File: src/rtl/axi_stream_writer_v3.sv
// Producer-side AXI4-Stream master: FWFT FIFO in front of the AXIS port, forced TLAST
// after C_MAX_PKT_LEN beats, last-beat byte strobes and packet status counters.
module axi_stream_writer_v3 #(
  parameter int C_M_AXIS_TDATA_WIDTH = 32,
  parameter int C_FIFO_DEPTH         = 4,
  parameter int C_MAX_PKT_LEN        = 256,
  parameter int C_CNT_WIDTH          = 16
) (
  input  logic                              M_AXIS_ACLK,
  input  logic                              M_AXIS_ARESETN,
  input  logic [C_M_AXIS_TDATA_WIDTH-1:0]   data,
  input  logic [C_M_AXIS_TDATA_WIDTH/8-1:0] data_keep,
  input  logic                              data_valid,
  input  logic                              data_last,
  output logic                              ready,
  output logic                              M_AXIS_TVALID,
  output logic [C_M_AXIS_TDATA_WIDTH-1:0]   M_AXIS_TDATA,
  output logic [C_M_AXIS_TDATA_WIDTH/8-1:0] M_AXIS_TSTRB,
  output logic                              M_AXIS_TLAST,
  input  logic                              M_AXIS_TREADY,
  output logic [$clog2(C_FIFO_DEPTH):0]     fifo_level,
  output logic                              pkt_done,
  output logic [C_CNT_WIDTH-1:0]            pkt_count
);

  localparam int W        = C_M_AXIS_TDATA_WIDTH;
  localparam int SW       = C_M_AXIS_TDATA_WIDTH / 8;
  localparam int PW       = $clog2(C_FIFO_DEPTH);
  localparam int LW       = PW + 1;
  localparam int BCW      = (C_MAX_PKT_LEN > 1) ? $clog2(C_MAX_PKT_LEN) : 1;
  localparam bit FORCE_EN = (C_MAX_PKT_LEN != 0);

  logic [W-1:0]           mem_data_r [C_FIFO_DEPTH];
  logic [SW-1:0]          mem_strb_r [C_FIFO_DEPTH];
  logic                   mem_last_r [C_FIFO_DEPTH];
  logic [PW-1:0]          wr_ptr_r;
  logic [PW-1:0]          rd_ptr_r;
  logic [LW-1:0]          level_r;
  logic                   rdy_en_r;
  logic [BCW-1:0]         beat_cnt_r;
  logic                   pkt_done_r;
  logic [C_CNT_WIDTH-1:0] pkt_count_r;

  logic          ready_s;
  logic          push_s;
  logic          pop_s;
  logic          tvalid_s;
  logic          force_s;
  logic          wr_last_s;
  logic [SW-1:0] wr_strb_s;
  logic          head_last_s;

  // Handshake decode and the {strb, last} tag stored with each accepted beat.
  always_comb begin
    ready_s     = rdy_en_r && (level_r < LW'(C_FIFO_DEPTH));
    push_s      = data_valid && ready_s;
    tvalid_s    = (level_r != {LW{1'b0}});
    pop_s       = tvalid_s && M_AXIS_TREADY;
    head_last_s = mem_last_r[rd_ptr_r];
    force_s     = FORCE_EN && (beat_cnt_r == BCW'(C_MAX_PKT_LEN - 1));
    wr_last_s   = data_last || force_s;
    // data_keep only matters on a last beat; an all-zero mask would be meaningless, so send all bytes.
    if (wr_last_s && (data_keep != {SW{1'b0}})) begin
      wr_strb_s = data_keep;
    end else begin
      wr_strb_s = {SW{1'b1}};
    end
  end

  // FIFO storage; cleared on reset so the idle head reads as zero.
  always_ff @(posedge M_AXIS_ACLK or negedge M_AXIS_ARESETN) begin
    if (!M_AXIS_ARESETN) begin
      for (int i = 0; i < C_FIFO_DEPTH; i++) begin
        mem_data_r[i] <= {W{1'b0}};
        mem_strb_r[i] <= {SW{1'b0}};
        mem_last_r[i] <= 1'b0;
      end
    end else if (push_s) begin
      mem_data_r[wr_ptr_r] <= data;
      mem_strb_r[wr_ptr_r] <= wr_strb_s;
      mem_last_r[wr_ptr_r] <= wr_last_s;
    end
  end

  // Pointers wrap naturally; occupancy is tracked separately so full/empty never alias.
  always_ff @(posedge M_AXIS_ACLK or negedge M_AXIS_ARESETN) begin
    if (!M_AXIS_ARESETN) begin
      wr_ptr_r <= {PW{1'b0}};
      rd_ptr_r <= {PW{1'b0}};
      level_r  <= {LW{1'b0}};
      rdy_en_r <= 1'b0;
    end else begin
      rdy_en_r <= 1'b1;
      if (push_s) begin
        wr_ptr_r <= wr_ptr_r + PW'(1);
      end
      if (pop_s) begin
        rd_ptr_r <= rd_ptr_r + PW'(1);
      end
      case ({push_s, pop_s})
        2'b10:   level_r <= level_r + LW'(1);
        2'b01:   level_r <= level_r - LW'(1);
        default: level_r <= level_r;
      endcase
    end
  end

  // Beats accepted in the current packet; restarts after any stored last.
  always_ff @(posedge M_AXIS_ACLK or negedge M_AXIS_ARESETN) begin
    if (!M_AXIS_ARESETN) begin
      beat_cnt_r <= {BCW{1'b0}};
    end else if (push_s) begin
      beat_cnt_r <= wr_last_s ? {BCW{1'b0}} : beat_cnt_r + BCW'(1);
    end
  end

  // Packet completion pulse and wrapping packet counter.
  always_ff @(posedge M_AXIS_ACLK or negedge M_AXIS_ARESETN) begin
    if (!M_AXIS_ARESETN) begin
      pkt_done_r  <= 1'b0;
      pkt_count_r <= {C_CNT_WIDTH{1'b0}};
    end else begin
      pkt_done_r <= pop_s && head_last_s;
      if (pop_s && head_last_s) begin
        pkt_count_r <= pkt_count_r + C_CNT_WIDTH'(1);
      end
    end
  end

  assign ready         = ready_s;
  assign M_AXIS_TVALID = tvalid_s;
  assign M_AXIS_TDATA  = mem_data_r[rd_ptr_r];
  assign M_AXIS_TSTRB  = mem_strb_r[rd_ptr_r];
  assign M_AXIS_TLAST  = head_last_s;
  assign fifo_level    = level_r;
  assign pkt_done      = pkt_done_r;
  assign pkt_count     = pkt_count_r;

endmodule

File: config.mk
export PLATFORM = sky130hd
export DESIGN_NAME = axi_stream_writer_v3
export DESIGN_NICKNAME = d
export VERILOG_FILES = /design/src/rtl/axi_stream_writer_v3.sv
export SDC_FILE = /design/constraint.sdc
export NUM_CORES = 1
export LEC_CHECK = 0
export ABC_AREA = 1
export CORE_MARGIN = 2
export CORE_UTILIZATION = 60
export DETAILED_ROUTE_END_ITERATION = 6
export PLACE_DENSITY = 0.85
export RECOVER_POWER = 100
export REMOVE_ABC_BUFFERS = 1
export SLEW_MARGIN = 20
export SYNTH_ARGS = -nofsm -noshare
export SYNTH_HDL_FRONTEND = slang
export SYNTH_SLANG_ARGS = --single-unit
File: constraint.sdc
create_clock -name M_AXIS_ACLK -period 3.1 [get_ports M_AXIS_ACLK]
set_input_delay 0.62 -clock M_AXIS_ACLK [delete_from_list [all_inputs] [get_ports M_AXIS_ACLK]]
set_output_delay 0.62 -clock M_AXIS_ACLK [all_outputs]
set_load 0.01 [all_outputs]
==> out/results.tsv <==
stage	metric	value	unit
drt	final_antenna_net_count	0	
global_route	globalRouteOverflowTotal	0	
timing	rsz0062_at_grt	no	
finish	final_util	72.0	%
timing	finalSetupViolations	0	
clock_network	cts_max_level	4	
synthesis	synth_area	0.00841	mm2
timing	slew_headroom	-36.6	%
clock_network	path_clk_slew	0.07	ns
clock_network	cts_tree	yes	
clock_network	root_buffer	clkbuf_16	
power	power.density	1070	mW/mm2
timing	tightestPinTransition	2.05	ns
job	max-cap-violations	1	
floorplan	die_x	122	um
drt	drtIter0Drc	569	
placed_design	dp_hpwl	11.6	mm
power	irDropWorstVdd	0.000505	V
drt	wl	19.1	mm
synthesis	synthCells	996	
run_status	violations	capacitance limit, slew limit	
global_route	grt_pass1_wl	31.5	mm
drt	vias	7053	
timing	hold_viol	0	
placed_design	place_inst	1233	
global_route	top_usage_layer	met2	
finish	layout-drive-gt1-share	5.35	%
timing	period_minus_slack	2.98	ns
floorplan	die_h	122	um
setup_path	start_kind	register	
setup_path	path_class	reg -> out	
setup_path	critPathRequiredTime	2.48	ns
synthesis	ys_ff_latch	181	
drt	via_per_inst	5.58	
floorplan	rows	43	
drt	drc	0	
power	power.leakage	0.00484	uW
placed_design	dp_slack	0.485	ns
clock_network	worstSkewPairLatency	0.43	ns
finish	area_delta_synth_final	18.0	%
synthesis	yosysUniqueCellTypes	29	
timing	max_clock_freq	335	MHz
setup_path	cp_max_fo	20	
placed_design	place_area	0.00944	mm2
setup_path	crit_arrival	2.36	ns
global_route	grt.met3_usage	4.28	%
global_route	antenna_found_initial	0	
power	power	10600	uW
finish	finalNonFillerCells	1264	
floorplan	num_io_pins	100	
finish	final_area	0.00992	mm2
timing	final-max-slew-violation-count	87	
global_route	grt_start_max_net_pins	87	
setup_path	worstSetupEndpointType	primary output	
clock_network	cts_max_path_buffers	2	
synthesis	yosysWarningCount	0	
timing	fin_skew	0.00615	ns
finish	nets	1121	
global_route	gr-usage-met1	36.0	%
synthesis	synth_area_per_cell	8.44	um2
global_route	grt_use_met2	44.8	%
placed_design	numPortBuffers	99	
hold_path	min_path_cells	2	
run_status	outcome	finished with violations	
hold_path	hp-class	reg -> reg	
timing	fin_ws	0.118	ns
clock_network	numCtsBuffers	17	
timing	post-route-period-util	96.2	%
floorplan	start_util	61.0	%
drt	wl_per_cell	15.1	um
drt	dr.pass1.iters	5	
setup_path	reg2reg_depth	9	
synthesis	ys_seq_area_share	53.9	%
clock_network	numClockSinks	181	
global_route	grt_pass1_vias	6635	
global_route	grtUsageTotal	26.8	%
floorplan	die_area	0.0150	mm2
finish	diodes	0	
placed_design	gp_congestion	0.805	
floorplan	core	0.0138	mm2
per-layer routing:
layer | part of all wire [%] | up-vias
li1 | - | 3361
met1 | 43 | 3417
met2 | 50 | 239
met3 | 5.5 | 36
met4 | 1.9 | 0
met5 | 0 | -
placed cells by master, fill, tap and decap left out, types with 4 or more instances in the layout:
cell,count
nand2_1,275
inv_2,5
buf_4,8
inv_1,75
dfrtp_1,180
bufinv_16,4
nand3_1,23
dlygate4sd3_1,55
xor2_1,9
nor2_1,106
ha_1,7
clkbuf_16,17
clkdlybuf4s50_1,43
o21ai_2,4
o21ai_0,207
o22ai_1,36
where the power goes:
part | internal, uW | total [uW] | switching [uW]
clock network | 1410 | 2320 | 905
registers | 3420 | 4070 | 649
logic | 1850 | 4180 | 2340
flip-flops by register name (all words and copies together), names as in the netlist:
name,flops
mem_data_r,128
mem_strb_r,16
pkt_count,16
beat_cnt_r,8
mem_last_r,4
fifo_level,3
rd_ptr_r,2
wr_ptr_r,2
pkt_done,1
rdy_en_r,1
cell usage after synthesis:
cell type / number / area (um2)
conb_1: 1 / 3.75
o21ai_0: 184 / 921
inv_2: 4 / 15.0
nand2_1: 272 / 1020
nand3b_1: 2 / 15.0
dfrtp_1: 181 / 4530
o22ai_1: 36 / 225
inv_1: 75 / 282
nand3_1: 23 / 115
ha_1: 7 / 87.6
clkbuf_1: 29 / 109
buf_6: 11 / 124
nand4_1: 1 / 6.26
nor2_1: 102 / 383
buf_8: 1 / 15.0
a21oi_1: 2 / 10.0
buf_2: 12 / 60.1
nor2_4: 2 / 22.5
nand2_2: 4 / 25.0
inv_4: 1 / 6.26
buf_4: 1 / 7.51
nor2_8: 3 / 60.1
nand3_4: 1 / 17.5
o21ai_2: 22 / 193
o21ai_1: 5 / 25.0
xnor2_1: 3 / 26.3
fa_1: 1 / 20.0
xor2_1: 9 / 78.8
buf_1: 1 / 3.75
worst max-delay path: stages (launching register included):
cell             delay [ns]
dfrtp_2                0.62
buf_4                  0.32
o21ai_0                0.13
o22ai_1                0.26
clkdlybuf4s50_1        0.59
per-stage QoR:
step / hold slack, ns / setup TNS, ns
detailed placement: 0.460 / 0
floorplan: 0.324 / -13.95
global route: 0.490 / 0
finish: 0.478 / 0
CTS: 0.281 / 0
global placement: 0.459 / 0
cell families after synthesis:
| logic type | share of synthesized area, % |
|---|---|
| and+or+nand+nor | 19.8 |
| adders and majority gates | 1.28 |
| DFF | 53.9 |
| buffers and inverters | 7.40 |
| AOI/OAI and AO/OA | 16.3 |
| other | 0.0446 |
| xor gates and xnor gates | 1.25 |
final timing paths:
path                                 from               to  slack [ns]
max                           rd_ptr_r[0]  M_AXIS_TSTRB[0]        0.12
min                         mem_strb_r[7]    mem_strb_r[7]        0.48
max reg2reg                   rd_ptr_r[0]    pkt_count[10]        0.40
min reg2reg                 mem_strb_r[7]    mem_strb_r[7]        0.48
max in group asynchronous  M_AXIS_ARESETN    mem_data_r[2]        0.58
min in group asynchronous  M_AXIS_ARESETN  mem_data_r[107]        0.78
what timing repair did:
item | in CTS | in global routing
endpoints found under the setup margin | 0 | 1
buffers inserted | 0 | 0
gates resized for setup | 0 | 1
hold buffers | 0 | 0
area by class of cell:
class	count	area, um2
flip-flops and latches	181	4530
fillers	1060	3850
multi-input cells	680	3120
repair buffers	112	1100
clock buffers	20	467
inverters	80	300
well taps	180	225
clock inverters	11	171
(Power assumes the default switching activity.)
